===== config.mk =====
export PLATFORM = sky130hd
export DESIGN_NAME = preg_bank_flat
export DESIGN_NICKNAME = d
export VERILOG_FILES = /design/src/rtl/preg_bank_pkg.sv /design/src/rtl/preg_bank_if.sv /design/src/rtl/preg_wait_ctr.sv /design/src/rtl/preg_bank.sv /design/src/flat_wrapper.sv
export SDC_FILE = /design/constraint.sdc
export NUM_CORES = 1
export LEC_CHECK = 0
export CAP_MARGIN = 10
export CELL_PAD_IN_SITES_DETAIL_PLACEMENT = 0
export CELL_PAD_IN_SITES_GLOBAL_PLACEMENT = 1
export CORE_ASPECT_RATIO = 1.75
export CORE_MARGIN = 4
export CORE_UTILIZATION = 39
export CTS_BUF_LIST = sky130_fd_sc_hd__clkbuf_4
export DETAILED_ROUTE_END_ITERATION = 8
export PLACE_DENSITY = 0.84
export SLEW_MARGIN = 30
export SYNTH_ARGS = -nofsm -noshare
export SYNTH_HDL_FRONTEND = slang
export SYNTH_SLANG_ARGS = --single-unit

===== constraint.sdc =====
create_clock -name hclk -period 3.29 [get_ports hclk]
set_input_delay 0.8225 -clock hclk [delete_from_list [all_inputs] [get_ports hclk]]
set_output_delay 0.8225 -clock hclk [all_outputs]
set_load 0.03 [all_outputs]

===== src/rtl/preg_bank_pkg.sv =====
`default_nettype none
// ============================================================================
//  Module   : preg_bank_pkg
//  Purpose  : Shared types and helpers for the p-bus register bank.
//             - wait_state_e : wait-state FSM encoding (IDLE / WAIT)
//             - IDX_IRQ_*    : word offsets of the interrupt registers, relative
//                              to NREGS (used when PREG_BANK_IRQ_EN is defined)
//             - byte_merge   : applies a 4-bit byte-enable write to a word
//  Revision : 1.0  initial release
// ============================================================================
package preg_bank_pkg;

  typedef enum logic [0:0] {
    IDLE = 1'b0,
    WAIT = 1'b1
  } wait_state_e;

  // Interrupt registers sit directly above the general registers.
  localparam int IDX_IRQ_PEND_OFS = 0;
  localparam int IDX_IRQ_MASK_OFS = 1;

  // Byte k of the result comes from wdata when strb[k] is set, else from old.
  function automatic logic [31:0] byte_merge(input logic [31:0] old_val,
                                             input logic [31:0] wdata,
                                             input logic [3:0]  strb);
    logic [31:0] res;
    res = old_val;
    for (int k = 0; k < 4; k++) begin
      if (strb[k]) res[8*k +: 8] = wdata[8*k +: 8];
    end
    return res;
  endfunction

endpackage : preg_bank_pkg
`default_nettype wire


===== src/rtl/preg_bank_if.sv =====
`default_nettype none
// ============================================================================
//  Interface : preg_bank_if
//  Purpose   : p-bus between the AHB-lite slave front end (master) and the
//              register bank (slave).
//  Signals   : paddr  [31:0] byte address, stable until pready
//              pwdata [31:0] write data
//              pwrite        write request, held until pready
//              pstrb  [3:0]  write byte enables
//              pread         read request, held until pready
//              prdata [31:0] read data (slave -> master)
//              pready        transfer completes this cycle (slave -> master)
//  Revision  : 1.0  initial release
// ============================================================================
interface preg_bank_if;
  logic [31:0] paddr;
  logic [31:0] pwdata;
  logic        pwrite;
  logic [3:0]  pstrb;
  logic        pread;
  logic [31:0] prdata;
  logic        pready;

  modport master (
    output paddr, pwdata, pwrite, pstrb, pread,
    input  prdata, pready
  );

  modport slave (
    input  paddr, pwdata, pwrite, pstrb, pread,
    output prdata, pready
  );
endinterface : preg_bank_if
`default_nettype wire


===== src/rtl/preg_wait_ctr.sv =====
`default_nettype none
// ============================================================================
//  Module   : preg_wait_ctr
//  Purpose  : Wait-state generator for the p-bus. Asserts pready on the
//             (WAIT_CYCLES+1)-th cycle of a request; dropping req while
//             waiting aborts the access.
//  Ports    : clk     in   clock, posedge
//             rst_n   in   asynchronous active-low reset
//             req     in   pwrite | pread
//             pready  out  transfer completes this cycle (combinational)
//  Params   : WAIT_CYCLES  0..15 wait states
//  Revision : 1.0  initial release
// ============================================================================
module preg_wait_ctr
  import preg_bank_pkg::*;
#(
  parameter int WAIT_CYCLES = 1
) (
  input  logic clk,
  input  logic rst_n,
  input  logic req,
  output logic pready
);

  localparam logic [3:0] CNT_LOAD = (WAIT_CYCLES > 0) ? 4'(WAIT_CYCLES - 1) : 4'd0;

  wait_state_e state_q, state_d;
  logic [3:0]  cnt_q, cnt_d;

  always_ff @(posedge clk or negedge rst_n) begin
    if (!rst_n) begin
      state_q <= IDLE;
      cnt_q   <= 4'd0;
    end else begin
      state_q <= state_d;
      cnt_q   <= cnt_d;
    end
  end

  always_comb begin
    state_d = state_q;
    cnt_d   = cnt_q;
    pready  = 1'b0;
    unique case (state_q)
      IDLE: begin
        // Zero-wait builds complete in the request cycle; pready is held
        // high in IDLE so reset and idle both present it.
        pready = (WAIT_CYCLES == 0);
        if (req && (WAIT_CYCLES != 0)) begin
          state_d = WAIT;
          cnt_d   = CNT_LOAD;
        end
      end
      WAIT: begin
        if (!req) begin
          // Master abandoned the access: no completion, no write.
          state_d = IDLE;
          cnt_d   = 4'd0;
        end else if (cnt_q == 4'd0) begin
          pready  = 1'b1;
          state_d = IDLE;
        end else begin
          cnt_d = cnt_q - 4'd1;
        end
      end
      default: begin
        state_d = IDLE;
        cnt_d   = 4'd0;
      end
    endcase
  end

endmodule : preg_wait_ctr
`default_nettype wire


===== src/rtl/preg_bank.sv =====
`default_nettype none
// ============================================================================
//  Module   : preg_bank
//  Purpose  : Peripheral register bank on the p-bus. NREGS byte-writable
//             32-bit registers, word-indexed by paddr[7:2], exported flat,
//             with WAIT_CYCLES wait states per access.
//  Ports    : hclk      in   clock, posedge
//             hresetn   in   asynchronous active-low reset
//             bus       slave modport of preg_bank_if (p-bus)
//             regs_out  out  reg i = regs_out[32*i +: 32]
//             irq_src   in   [7:0] interrupt sources (PREG_BANK_IRQ_EN only)
//             irq       out  registered interrupt     (PREG_BANK_IRQ_EN only)
//  Params   : NREGS 1..64, WAIT_CYCLES 0..15, RST_VAL reset value of regs
//  Build    : define PREG_BANK_IRQ_EN to add IRQ_PEND (idx NREGS, W1C) and
//             IRQ_MASK (idx NREGS+1, RW); otherwise those indices are
//             out of range.
//  Revision : 1.0  initial release
// ============================================================================
module preg_bank
  import preg_bank_pkg::*;
#(
  parameter int          NREGS       = 8,
  parameter int          WAIT_CYCLES = 1,
  parameter logic [31:0] RST_VAL     = 32'h0
) (
  input  logic                 hclk,
  input  logic                 hresetn,
  preg_bank_if.slave           bus,
  output logic [32*NREGS-1:0]  regs_out
`ifdef PREG_BANK_IRQ_EN
  ,
  input  logic [7:0]           irq_src,
  output logic                 irq
`endif
);

  logic        req;
  logic        pready;
  logic [5:0]  idx;
  logic        wr_en;
  logic        rd_en;
  logic [31:0] rdata_sel;
  logic        unused_addr_bits;

  assign req   = bus.pwrite | bus.pread;
  assign idx   = bus.paddr[7:2];
  // Write wins when both requests are high.
  assign wr_en = bus.pwrite && pready;
  assign rd_en = bus.pread && pready && !bus.pwrite;

  assign unused_addr_bits = ^{bus.paddr[31:8], bus.paddr[1:0]};

  preg_wait_ctr #(
    .WAIT_CYCLES (WAIT_CYCLES)
  ) u_wait_ctr (
    .clk    (hclk),
    .rst_n  (hresetn),
    .req    (req),
    .pready (pready)
  );

  assign bus.pready = pready;

  // --------------------------------------------------------------------------
  // General registers
  // --------------------------------------------------------------------------
  logic [31:0] regs_q [NREGS];
  logic [31:0] regs_d [NREGS];

  for (genvar i = 0; i < NREGS; i++) begin : g_reg
    always_comb begin
      regs_d[i] = regs_q[i];
      if (wr_en && (idx == 6'(i))) begin
        regs_d[i] = byte_merge(regs_q[i], bus.pwdata, bus.pstrb);
      end
    end

    always_ff @(posedge hclk or negedge hresetn) begin
      if (!hresetn) regs_q[i] <= RST_VAL;
      else          regs_q[i] <= regs_d[i];
    end

    assign regs_out[32*i +: 32] = regs_q[i];
  end

`ifdef PREG_BANK_IRQ_EN
  // --------------------------------------------------------------------------
  // Interrupt registers
  // --------------------------------------------------------------------------
  logic [6:0] idx_ext;
  logic       sel_pend;
  logic       sel_mask;
  logic [7:0] irq_src_q, irq_src_d;
  logic [7:0] irq_pend_q, irq_pend_d;
  logic [7:0] irq_mask_q, irq_mask_d;
  logic       irq_q, irq_d;
  logic [7:0] rise;
  logic [7:0] clr;

  // 7-bit compare so NREGS=64 does not alias the interrupt registers onto idx 0.
  assign idx_ext  = {1'b0, idx};
  assign sel_pend = (idx_ext == 7'(NREGS + IDX_IRQ_PEND_OFS));
  assign sel_mask = (idx_ext == 7'(NREGS + IDX_IRQ_MASK_OFS));

  always_comb begin
    irq_src_d  = irq_src;
    rise       = irq_src & ~irq_src_q;
    clr        = (wr_en && sel_pend && bus.pstrb[0]) ? bus.pwdata[7:0] : 8'h00;
    // A new edge in the same cycle as its clear keeps the bit set.
    irq_pend_d = (irq_pend_q & ~clr) | rise;
    irq_mask_d = irq_mask_q;
    if (wr_en && sel_mask && bus.pstrb[0]) irq_mask_d = bus.pwdata[7:0];
    // Built from next-state so a clear is visible on irq the cycle after commit.
    irq_d      = |(irq_pend_d & irq_mask_d);
  end

  always_ff @(posedge hclk or negedge hresetn) begin
    if (!hresetn) begin
      irq_src_q  <= 8'h00;
      irq_pend_q <= 8'h00;
      irq_mask_q <= 8'h00;
      irq_q      <= 1'b0;
    end else begin
      irq_src_q  <= irq_src_d;
      irq_pend_q <= irq_pend_d;
      irq_mask_q <= irq_mask_d;
      irq_q      <= irq_d;
    end
  end

  assign irq = irq_q;
`endif

  // --------------------------------------------------------------------------
  // Read mux: unmapped indices read as zero
  // --------------------------------------------------------------------------
  always_comb begin
    rdata_sel = 32'h0;
    for (int i = 0; i < NREGS; i++) begin
      if (idx == 6'(i)) rdata_sel = regs_q[i];
    end
`ifdef PREG_BANK_IRQ_EN
    if (sel_pend) rdata_sel = {24'h0, irq_pend_q};
    if (sel_mask) rdata_sel = {24'h0, irq_mask_q};
`endif
  end

  assign bus.prdata = rd_en ? rdata_sel : 32'h0;

endmodule : preg_bank
`default_nettype wire


===== src/flat_wrapper.sv =====
// flat-port wrapper written by rule: the top's interface ports become plain ports
module preg_bank_flat import preg_bank_pkg::*;
#(
  parameter int          NREGS       = 8,
  parameter int          WAIT_CYCLES = 1,
  parameter logic [31:0] RST_VAL     = 32'h0
)
  (hclk, hresetn, regs_out, bus_paddr, bus_pwdata, bus_pwrite, bus_pstrb, bus_pread, bus_prdata, bus_pready);
  preg_bank_if bus_i ();
  input  logic hclk;
  input  logic hresetn;
  output logic [32*NREGS-1:0] regs_out;
  input wire logic [$bits(bus_i.paddr)-1:0] bus_paddr;
  input wire logic [$bits(bus_i.pwdata)-1:0] bus_pwdata;
  input wire logic [$bits(bus_i.pwrite)-1:0] bus_pwrite;
  input wire logic [$bits(bus_i.pstrb)-1:0] bus_pstrb;
  input wire logic [$bits(bus_i.pread)-1:0] bus_pread;
  output wire logic [$bits(bus_i.prdata)-1:0] bus_prdata;
  output wire logic [$bits(bus_i.pready)-1:0] bus_pready;
  assign bus_i.paddr = bus_paddr;
  assign bus_i.pwdata = bus_pwdata;
  assign bus_i.pwrite = bus_pwrite;
  assign bus_i.pstrb = bus_pstrb;
  assign bus_i.pread = bus_pread;
  assign bus_prdata = bus_i.prdata;
  assign bus_pready = bus_i.pready;
  preg_bank #(.NREGS(NREGS), .WAIT_CYCLES(WAIT_CYCLES), .RST_VAL(RST_VAL)) u_core (.hclk(hclk), .hresetn(hresetn), .bus(bus_i), .regs_out(regs_out));
endmodule

==> results.md <==
- Status: complete, but fails checks
- Failing checks: setup timing
- Tmin final: 3.48 ns
- Post-route ant nets: 0
- Synth area leader: dfrtp_1
- Xor and xnor area share after synthesis: 0.000701
- Pin count of the biggest net entering global routing: 81
- Max Cap Viol: 0
- Period utilisation layout: 1.06
- Area contributors post-synth: dfrtp_1, mux2_2, mux2i_1
- HP Class: in2async
- Final Hold Vio Count: 0
- Final hold slack: 0.0936 ns
- Pwr Density: 404 mW/mm^2
- Final worst slack: -0.186 ns
- Pins over their slew limit: 0
- Die height: 245 um
- Seq/Total Area, Yosys: 0.523
- Number of antenna violations at the first check in global routing: 6
- HPWL reported at the end of detailed placement: 29.8 mm
- Remaining DRCs: 0
- CTS tree: yes
- Post-synthesis cell count: 898
- CP Capture Type: primary output
- Avg WL per Cell: 23.7 um
- Die width: 143 um
- Share of the synthesized area in the top cell type: 0.523
- Fmax: 288 MHz
- Syn Std Cell Area: 0.0125 sq mm
- Clock Sinks: 261
- PnR Total Power: 7.24 mW
- Hold buffers post-CTS: 0
- Clock Path Buffers: 3
- Drt first-iter violations: 312
- Lkg Pwr: 8.02 nW
- Synth unique cells: 41
- Main combinational cell family by area after synthesis: multiplexers
- Ports: 361
- Ys Warns: 0
- Later-pin clock latency in the skew report: 0.73 ns
- Grt ovf: 0
- CTS clock-pin slew for the worst setup and hold paths: 0.06 ns
- Nets: 1,379
- Share of cells above drive strength 1: 0.392
- Fraction of registers with async set/reset: 1.00
- Seq cells post-synth: 261
- Worst slew margin: 0.553
- GRT Total Usage: 0.233
- Vias per inst: 5.46
- Synth Area in Simple Gates: 0.0822
- Clock root buffer: clkbuf_4
- Vias: 9,539
- Post-synth EDFFs: 0
- Max FO, Critical Path: 15
- Buffers on Ports: 334
- Die Footprint: 0.0351 sq mm
- Filler Cell Count: 2,673
- CORE AREA: 0.0315 sq mm
- Syn Nets: 972
- Num CTS Buffers: 61
- GP Congestion: 0.797
- CP Class: in2out
- Setup crit start kind: input pin
- Synth Area per Inst: 13.9 sq um
- Worst EP required: 2.47 ns
- Primary FF master, synth: dfrtp_1
- Clock skew: 0.0298 ns
- Final setup fails: 32
- Vias in the first global route: 10,180
- Compound-Gate Fraction of Synth Area: 0.0837
- Fraction of the mapped netlist area in adder cells: 0.00200
- RSZ-0062 raised after global routing: true
- First-pass GRT wire length: 61.9 mm
- Initial Utilization: 0.396
- Post-synthesis mux area share: 0.287
- Area grow syn2layout: 43.4%
- Htree depth: 2
- Site row count: 86
- Max VDD drop: 271 uV
- Final WL: 41.3 mm
- TritonRoute pass-1 iters: 4
- Arr. time, crit path: 2.65 ns
- Least-Margin Pin Slew: 0.671 ns
state kept, by name (all words and copies together) (netlist names):
register                   count
u_core.u_wait_ctr.state_q      1
u_core.u_wait_ctr.cnt_q        4
u_core.regs_out              256
repair_timing:
item | CTS | global route
resized for setup | 36 | 16
gates cloned | 1 | 0
buffers inserted | 4 | 3
pin swaps | 24 | 9
setup endpoints to repair | 32 | 32
critical path: stages:
cell and delay, ns:
clkdlybuf4s50_1 0.47, nor3_4 0.26, buf_4 0.14, nand2_2 0.08
buf_12 0.18, a211oi_1 0.40, o32ai_4 0.13, buf_6 0.16
cell families (layout without fill, tap and decap cells):
group                    count (synthesis)  count (layout)
AO/OA/AOI/OAI                          132             132
AND/OR/NAND/NOR                        123             123
flip-flops                             261             261
buffers and inverters                   57             505
XOR/XNOR                                 1               1
multiplexers                           322             322
adder cells (fa/ha/maj)                  2               2
other                                    0               4
synth_stat cells, types with 2 or more instances:
| cell | number |
|---|---|
| buf_1 | 5 |
| nor2_1 | 4 |
| buf_2 | 15 |
| and3_1 | 4 |
| o22a_1 | 30 |
| mux2i_1 | 65 |
| nor3_1 | 2 |
| dfrtp_1 | 261 |
| a211oi_1 | 61 |
| mux2_1 | 3 |
| nor2b_1 | 61 |
| buf_4 | 7 |
| nor3b_4 | 4 |
| inv_1 | 4 |
| nand2_1 | 5 |
| o32ai_1 | 30 |
| mux2_2 | 245 |
| o21ai_0 | 9 |
| nand3_4 | 10 |
| clkbuf_1 | 25 |
| nor3b_1 | 2 |
| mux2_4 | 8 |
| ha_1 | 2 |
| nand2b_1 | 2 |
| nand3_2 | 18 |
placed cells by master, fill, tap and decap left out, drive strengths merged, types with 4 or more instances in the layout:
cell,n
o21ai,9
buf,99
diode,4
nor2b,61
nor3,4
clkinv,16
o32ai,30
nand2,5
clkbuf,87
nand3,28
mux2,256
dfrtp,261
nor3b,6
clkdlybuf4s50,297
mux2i,65
a211oi,61
o22a,30
and3,4
inv,6
nor2,4
power breakdown:
group | leakage (nW) | switching [mW] | internal [mW] | total, mW
logic | 3.98 | 0.747 | 0.561 | 1.31
clock network | 0.436 | 1.25 | 1.19 | 2.44
registers | 3.60 | 0.124 | 3.36 | 3.48
through the flow:
| step | cell area (sq um) | worst slack, ns | util | TNS [ns] | std cells |
|---|---|---|---|---|---|
| finish | 17900 | -0.186 | 0.569 | -4.50 | 1746 |
| global placement | 16800 | -0.178 | 0.534 | -4.51 | 1631 |
| detailed placement | 16800 | -0.206 | 0.534 | -5.24 | 1631 |
| CTS | 17800 | -0.224 | 0.565 | -5.75 | 1740 |
| global route | 17900 | -0.301 | 0.569 | -7.99 | 1746 |
| floorplan | 12700 | 0.159 | - | 0 | 898 |
cell type report:
| type | count | area, sq um | area share |
|---|---|---|---|
| flip-flops and latches | 261 | 6530 | 0.364 |
| multi-input cells | 580 | 6170 | 0.344 |
| repair buffers | 397 | 3990 | 0.223 |
| clock buffers | 86 | 646 | 0.0360 |
| well taps | 396 | 495 | 0.0276 |
| clock inverters | 18 | 71.3 | 0.00398 |
| inverters | 4 | 15.0 | 0.000838 |
| diodes | 4 | 10.0 | 0.000558 |
routing by layer:
layer	global-route usage	up-vias	wire length (um)
met5	0	-	12
met4	0.117	2	2320
met3	0.0462	107	2040
met2	0.422	324	22100
met1	0.254	4846	14900
li1	-	4260	-
worst paths after layout:
path                                                 start              endpoint  slack [ns]  cells after the start
max in group asynchronous                          hresetn   u_core.regs_out[15]        2.39                      2
worst min register to register        u_core.regs_out[153]  u_core.regs_out[153]        0.52                      1
min in group hclk                     u_core.regs_out[153]  u_core.regs_out[153]        0.52                      1
worst max register to register  u_core.u_wait_ctr.cnt_q[0]  u_core.regs_out[172]        1.02                      7
worst max-delay path                          bus_paddr[6]         bus_prdata[2]       -0.19                      8
worst min-delay path                               hresetn  u_core.regs_out[249]        0.09                      1
Note: power is estimated with default switching activity, not from simulation.
